`src/rtl/effect_ctrl_pkg.sv`:
```
// Shared types and default timing constants for the effect parameter controller.
package effect_ctrl_pkg;

    typedef enum logic [1:0] {
        StIdle,
        StPressed,
        StRepeat,
        StLocked
    } key_state_e;

    localparam int unsigned DEFAULT_DEBOUNCE_CYC     = 500000;
    localparam int unsigned DEFAULT_REPEAT_DELAY_CYC = 25000000;
    localparam int unsigned DEFAULT_REPEAT_RATE_CYC  = 5000000;

endpackage

```
`src/rtl/key_repeat.sv`:
```
// One push-button channel: synchroniser, debouncer, press detect and auto-repeat.
module key_repeat
    import effect_ctrl_pkg::*;
#(
    parameter int unsigned DEBOUNCE_CYC     = DEFAULT_DEBOUNCE_CYC,
    parameter int unsigned REPEAT_DELAY_CYC = DEFAULT_REPEAT_DELAY_CYC,
    parameter int unsigned REPEAT_RATE_CYC  = DEFAULT_REPEAT_RATE_CYC
) (
    input  logic CLK,
    input  logic RESET_N,
    input  logic key_n,
    input  logic cancel,
    output logic key_event
);

    localparam int unsigned DB_W    = $clog2(DEBOUNCE_CYC + 1);
    localparam int unsigned RPT_MAX = (REPEAT_DELAY_CYC > REPEAT_RATE_CYC) ?
                                      REPEAT_DELAY_CYC : REPEAT_RATE_CYC;
    localparam int unsigned RPT_W   = $clog2(RPT_MAX + 1);

    logic            sync1_q, sync2_q;
    logic            db_q, db_prev_q;
    logic            armed_q;
    logic [DB_W-1:0] db_cnt_q;
    key_state_e      state_q, state_d;
    logic [RPT_W-1:0] rpt_cnt_q, rpt_cnt_d;
    logic            press, fire;

    // Synchroniser resets to "pressed" so a key held through reset never arms
    // until a genuine release has been seen.
    always_ff @(posedge CLK) begin
        if (!RESET_N) begin
            sync1_q   <= 1'b0;
            sync2_q   <= 1'b0;
            db_q      <= 1'b1;
            db_prev_q <= 1'b1;
            db_cnt_q  <= '0;
            armed_q   <= 1'b0;
            state_q   <= StIdle;
            rpt_cnt_q <= '0;
        end else begin
            sync1_q   <= key_n;
            sync2_q   <= sync1_q;
            db_prev_q <= db_q;
            state_q   <= state_d;
            rpt_cnt_q <= rpt_cnt_d;
            if (sync2_q) begin
                armed_q <= 1'b1;
            end
            if (sync2_q == db_q) begin
                db_cnt_q <= '0;
            end else if (db_cnt_q == DB_W'(DEBOUNCE_CYC - 1)) begin
                db_q     <= sync2_q;
                db_cnt_q <= '0;
            end else begin
                db_cnt_q <= db_cnt_q + DB_W'(1);
            end
        end
    end

    assign press = db_prev_q & ~db_q & armed_q;

    always_comb begin
        state_d   = state_q;
        rpt_cnt_d = rpt_cnt_q;
        fire      = 1'b0;
        if (db_q) begin
            state_d   = StIdle;
            rpt_cnt_d = '0;
        end else begin
            unique case (state_q)
                StIdle: begin
                    if (press) begin
                        state_d   = StPressed;
                        rpt_cnt_d = '0;
                    end
                end
                StPressed: begin
                    if (cancel) begin
                        state_d = StLocked;
                    end else if (rpt_cnt_q == RPT_W'(REPEAT_DELAY_CYC - 1)) begin
                        fire      = 1'b1;
                        state_d   = StRepeat;
                        rpt_cnt_d = '0;
                    end else begin
                        rpt_cnt_d = rpt_cnt_q + RPT_W'(1);
                    end
                end
                StRepeat: begin
                    if (cancel) begin
                        state_d = StLocked;
                    end else if (rpt_cnt_q == RPT_W'(REPEAT_RATE_CYC - 1)) begin
                        fire      = 1'b1;
                        rpt_cnt_d = '0;
                    end else begin
                        rpt_cnt_d = rpt_cnt_q + RPT_W'(1);
                    end
                end
                StLocked: begin
                    state_d = StLocked;
                end
                default: state_d = StIdle;
            endcase
        end
    end

    assign key_event = press | fire;

endmodule

```
`src/rtl/effect_param_controller.sv`:
```
// Up/down button control of a bank of saturating effect parameters selected by SW[3:0].
module effect_param_controller
    import effect_ctrl_pkg::*;
#(
    parameter int unsigned NUM_PARAMS       = 4,
    parameter int unsigned VAL_W            = 8,
    parameter int unsigned SEL_BASE         = 4,
    parameter logic [NUM_PARAMS*VAL_W-1:0] PARAM_INIT = {NUM_PARAMS{VAL_W'(128)}},
    parameter logic [NUM_PARAMS*VAL_W-1:0] PARAM_MIN  = {NUM_PARAMS{VAL_W'(0)}},
    parameter logic [NUM_PARAMS*VAL_W-1:0] PARAM_MAX  = {NUM_PARAMS{VAL_W'(255)}},
    parameter logic [NUM_PARAMS*VAL_W-1:0] PARAM_STEP = {NUM_PARAMS{VAL_W'(1)}},
    parameter int unsigned DEBOUNCE_CYC     = DEFAULT_DEBOUNCE_CYC,
    parameter int unsigned REPEAT_DELAY_CYC = DEFAULT_REPEAT_DELAY_CYC,
    parameter int unsigned REPEAT_RATE_CYC  = DEFAULT_REPEAT_RATE_CYC
) (
    input  logic                        CLK,
    input  logic                        RESET_N,
    input  logic                        key_up,
    input  logic                        key_down,
    input  logic [9:0]                  SW,
    output logic [NUM_PARAMS*VAL_W-1:0] param_values,
    output logic                        disabled,
    output logic [NUM_PARAMS-1:0]       value_changed
);

    for (genvar g = 0; g < NUM_PARAMS; g++) begin : g_check
        if ((PARAM_MIN[g*VAL_W +: VAL_W] > PARAM_INIT[g*VAL_W +: VAL_W]) ||
            (PARAM_INIT[g*VAL_W +: VAL_W] > PARAM_MAX[g*VAL_W +: VAL_W]) ||
            (PARAM_STEP[g*VAL_W +: VAL_W] == '0)) begin : g_illegal
            $error("effect_param_controller: illegal MIN/INIT/MAX/STEP for parameter %0d", g);
        end
    end

    logic [NUM_PARAMS*VAL_W-1:0] vals_q, vals_d;
    logic [NUM_PARAMS-1:0]       chg_q, chg_d;
    logic                        dis_q;
    logic [3:0]                  sel_q;
    logic                        up_evt, dn_evt, cancel, sel_valid;
    int                          sel_int;
    logic [VAL_W:0]              cur, stp, lim, res;
    logic                        unused_sw;

    assign unused_sw = ^{SW[9:7], SW[5:4]};
    assign sel_int   = int'(SW[3:0]) - int'(SEL_BASE);
    assign sel_valid = (sel_int >= 0) && (sel_int < int'(NUM_PARAMS));
    // Any selection change, valid or not, locks out repeats of a held key.
    assign cancel    = (SW[3:0] != sel_q);

    key_repeat #(
        .DEBOUNCE_CYC    (DEBOUNCE_CYC),
        .REPEAT_DELAY_CYC(REPEAT_DELAY_CYC),
        .REPEAT_RATE_CYC (REPEAT_RATE_CYC)
    ) u_key_up (
        .CLK      (CLK),
        .RESET_N  (RESET_N),
        .key_n    (key_up),
        .cancel   (cancel),
        .key_event(up_evt)
    );

    key_repeat #(
        .DEBOUNCE_CYC    (DEBOUNCE_CYC),
        .REPEAT_DELAY_CYC(REPEAT_DELAY_CYC),
        .REPEAT_RATE_CYC (REPEAT_RATE_CYC)
    ) u_key_down (
        .CLK      (CLK),
        .RESET_N  (RESET_N),
        .key_n    (key_down),
        .cancel   (cancel),
        .key_event(dn_evt)
    );

    // Arithmetic is one bit wider than a value so neither direction can wrap.
    always_comb begin
        vals_d = vals_q;
        chg_d  = '0;
        cur    = '0;
        stp    = '0;
        lim    = '0;
        res    = '0;
        if (sel_valid && (up_evt ^ dn_evt)) begin
            for (int i = 0; i < int'(NUM_PARAMS); i++) begin
                if (i == sel_int) begin
                    cur = {1'b0, vals_q[i*VAL_W +: VAL_W]};
                    stp = {1'b0, PARAM_STEP[i*VAL_W +: VAL_W]};
                    if (up_evt) begin
                        lim = {1'b0, PARAM_MAX[i*VAL_W +: VAL_W]};
                        res = cur + stp;
                        if (res > lim) begin
                            res = lim;
                        end
                    end else begin
                        lim = {1'b0, PARAM_MIN[i*VAL_W +: VAL_W]};
                        res = cur - stp;
                        if (res[VAL_W] || (res < lim)) begin
                            res = lim;
                        end
                    end
                    vals_d[i*VAL_W +: VAL_W] = res[VAL_W-1:0];
                    chg_d[i]                 = (res != cur);
                end
            end
        end
    end

    always_ff @(posedge CLK) begin
        if (!RESET_N) begin
            vals_q <= PARAM_INIT;
            chg_q  <= '0;
            dis_q  <= 1'b1;
            sel_q  <= '0;
        end else begin
            vals_q <= vals_d;
            chg_q  <= chg_d;
            dis_q  <= ~SW[6];
            sel_q  <= SW[3:0];
        end
    end

    assign param_values  = vals_q;
    assign value_changed = chg_q;
    assign disabled      = dis_q;

endmodule
```
`config.mk`:
```
export PLATFORM = sky130hd
export DESIGN_NAME = effect_param_controller
export DESIGN_NICKNAME = d
export VERILOG_FILES = /design/src/rtl/effect_ctrl_pkg.sv /design/src/rtl/key_repeat.sv /design/src/rtl/effect_param_controller.sv
export SDC_FILE = /design/constraint.sdc
export NUM_CORES = 1
export LEC_CHECK = 0
export CAP_MARGIN = 5
export CORE_UTILIZATION = 55
export DETAILED_ROUTE_END_ITERATION = 12
export GPL_ROUTABILITY_DRIVEN = 0
export PLACE_DENSITY = 0.75
export SLEW_MARGIN = 20
export SYNTH_ARGS = -nofsm -noshare
export SYNTH_HDL_FRONTEND = slang
export SYNTH_HIERARCHICAL = 1
export SYNTH_SLANG_ARGS = --single-unit
```
`constraint.sdc`:
```
create_clock -name CLK -period 4.2 [get_ports CLK]
set_clock_uncertainty 0.05 [all_clocks]
set_input_delay 0.63 -clock CLK [delete_from_list [all_inputs] [get_ports CLK]]
set_output_delay 0.63 -clock CLK [all_outputs]
set_load 0.02 [all_outputs]
```
==> flow_metrics.tcl <==
set metrics [dict create \
    num_io_pins 51 \
    n_fill_cell 1249 \
    synth_seq_cells 143 \
    fp.dieArea_mm2 0.0156 \
    drv_slew 0 \
    fmax_mhz 278 \
    synth_edf_count 0 \
    cts_root_buffer "clkbuf_16" \
    netlist_area_mm2 0.00829 \
    required_ns 4.45 \
    fin_crit_ns 3.60 \
    setup_violations 0 \
    ys.flop_type "dfxtp_1" \
    critPathMaxStageDelay_ns 0.53 \
    synthArstFlopShare_pct 0 \
    grt_pass1_vias 6655 \
    max-vdd-ir-drop_mv 0.302 \
    start_util_pct 56.6 \
    grt.total_usage_pct 24.1 \
    crit_path_max_fanout 11 \
    cts_buffer_depth 2 \
    antenna_found_initial 0 \
    hold_class "reg2reg" \
    cts_resized 0 \
    dp_hpwl_um 12200 \
    cp_slowest_cell "or4b_1" \
    drtPass1Iterations 7 \
    drive_gt1_share_pct 9.10 \
    tightest_slew_ns 0.870 \
    grt_max_degree 39 \
    portBuffers 45 \
    path_delay_family "simple AND/OR/NAND/NOR gates" \
    insertion_delay_ns 0.42 \
    avgViaCountPerCell 6.04 \
    max-slew-margin-rel_pct 41.5 \
    postSynthCellCount 1010 \
    yosysSeqAreaShare_pct 34.5 \
    wire_per_inst_um 15.0 \
    drc_errors 0 \
    rsz0062_at_grt "no" \
    fin_crit_sh_pct 85.7 \
    synth_top_family_by_area "simple AND/OR/NAND/NOR gates" \
    antenna_left 0 \
    cts_tree "done" \
    hold_viol_final 0 \
    cp.arrival_ns 3.85 \
    ctsHoldBuffers 0 \
    core_area_mm2 0.0146 \
    leakage_nw 3.23 \
    crit_chain "or4b_1 > or4_4 > nor2_1 > a22oi_1 > o41ai_1 > buf_4 > xor2_2 > and2_1 > nand2_1 > nor3_1 > nor3_1" \
    maxCapViolCount 0 \
    routed_wl_um 18500 \
    synth_compound_area_share_pct 17.3 \
    synth_xor_area_share_pct 9.29 \
    antenna_cells 0 \
    nNetsFinal 1072 \
    crit_buf_inv 1 \
    clk_pin_slew_ns 0.06 \
    setup_tns_ns 0 \
    vias 7417 \
    grt.overflow.total 0 \
    netlist-cell-type-count 91 \
    setup.worst_path.class "reg2reg" \
    power_mw 3.04 \
    syn_nets 1050 \
    grt_pass1_wl_um 31100 \
    die_h_um 125 \
    p_per_area_mw_per_mm2 321 \
    dieWidth_um 125 \
    start_kind "flop" \
    area_growth_pct 14.0 \
    h-tree-depth 4 \
    yosysWarningCount 6 \
    numCtsBuffers 17 \
    synthMuxAreaShare_pct 1.40 \
    crit_path_frequent_cell "nor3_1" \
    avgSynthCellArea_um2 8.20 \
    clock_sinks 143 \
    synthAdderAreaFrac_pct 3.93 \
    postCtsSetupBuffers 0 \
    first_iter_violations 500 \
    end_kind "flop" \
    std_cell_rows 44 \
    synth-simple-area-share_pct 28.8 \
    status "finished, final reports clean" \
]
metrics by stage:
stage / cell area, um2 / utilization [%] / hold WS [ns] / cells / setup WS [ns]
after floorplan: 8290 / - / 0.362 / 1010 / 0.977
after global placement: 8820 / 60.2 / 0.363 / 1197 / 0.323
after detailed placement: 8820 / 60.2 / 0.371 / 1197 / 0.340
after CTS: 9440 / 64.5 / 0.386 / 1228 / 0.649
after global routing: 9440 / 64.5 / 0.427 / 1228 / 0.336
final: 9440 / 64.5 / 0.382 / 1228 / 0.599
sequential cells by signal, summed over array words and instances, names as in the netlist:
name / flops
u_key_down/rpt_cnt_q: 25
u_key_up/db_prev_q: 1
u_key_down/state_q: 2
u_key_down/db_prev_q: 1
u_key_up/state_q: 2
u_key_up/sync1_q: 1
u_key_up/sync2_q: 1
u_key_down/db_cnt_q: 19
u_key_up/db_q: 1
u_key_up/rpt_cnt_q: 25
u_key_down/db_q: 1
u_key_down/armed_q: 1
sel_q: 4
param_values: 32
u_key_up/armed_q: 1
value_changed: 4
u_key_up/db_cnt_q: 19
u_key_down/sync1_q: 1
disabled: 1
u_key_down/sync2_q: 1
cell families after synthesis:
family / after synthesis
simple gates: 442
compound gates: 210
flops: 143
buf+inv: 91
xor+xnor: 87
fa+ha+maj: 26
mux: 11
routing by layer:
layer,track usage [%],share of wire (%)
met3,4.81,4.7
met4,8.35,1.0
met5,0,0
met1,30.8,47
met2,40.2,48
final timing paths:
kind / from / to / slack, ns / depth (start not counted)
worst max-delay path: u_key_down/rpt_cnt_q[6] / param_values[15] / 0.60 / 11
worst min-delay path: u_key_down/sync1_q / u_key_down/sync2_q / 0.38 / 1
worst max register to register: u_key_down/rpt_cnt_q[6] / param_values[15] / 0.60 / 11
worst min register to register: u_key_down/sync1_q / u_key_down/sync2_q / 0.38 / 1
report_power, final:
part	switching (mW)	total, mW	internal, mW
combinational	0.0333	0.0557	0.0224
sequential	0.00706	1.37	1.37
clock	0.595	1.61	1.01
worst register-to-register path: cells and delay by family, from the launching register on:
kind            cells  cell delay, ns
compound gates      2            0.39
flops               1            0.36
buf+inv             1            0.20
xor+xnor            1            0.32
simple gates        7            2.15
Yosys cell counts (10+ instances only):
| library cell | n | area [um2] |
|---|---|---|
| dfxtp_1 | 143 | 2860 |
| nor2_1 | 94 | 353 |
| nand2_1 | 83 | 312 |
| nand3_1 | 69 | 345 |
| a21oi_1 | 67 | 335 |
| xor2_1 | 48 | 420 |
| nand4_1 | 38 | 238 |
| xnor2_1 | 38 | 333 |
| inv_1 | 37 | 139 |
| clkbuf_1 | 36 | 135 |
| o21ai_0 | 29 | 145 |
| ha_1 | 26 | 325 |
| nor3_1 | 25 | 125 |
| and3_1 | 18 | 113 |
| and2_1 | 16 | 100 |
| nor4_1 | 16 | 100 |
| a211oi_1 | 11 | 82.6 |
| a31oi_1 | 11 | 68.8 |
| buf_2 | 11 | 55.1 |
| a311oi_1 | 10 | 87.6 |
| and4_1 | 10 | 87.6 |
| nor2_2 | 10 | 62.6 |
placed cells by master (no fill, tap or decap), drive strengths merged, types with 5 or more instances in the layout:
master           n
a21oi           67
a211oi          12
xor2            49
nand3           70
a311oi          10
o22ai           10
a31oi           11
nor4            18
and2            17
clkbuf          19
ha              26
nor4b            6
and4            10
and3            20
dfxtp          143
xnor2           38
buf             12
mux2             5
nor3            27
clkdlybuf4s50   45
inv             40
o21a             6
a31o             5
nand3b           6
nand4           38
mux2i            6
nor2           104
or4              6
nand2b           7
nand2           83
or2              5
nor2b            5
or3              7
o21ai           35
area by class of cell:
cell class                      count  area, um2  share of cell area, %
Clock inverter                     12        183                   1.93
Sequential cell                   143       2860                   30.3
Inverter                           37        139                   1.47
Clock buffer                       19        443                   4.69
Tap cell                          184        230                   2.44
Multi-Input combinational cell    776       5050                   53.4
Timing Repair Buffer               57        541                   5.72
(Power assumes the default switching activity.)
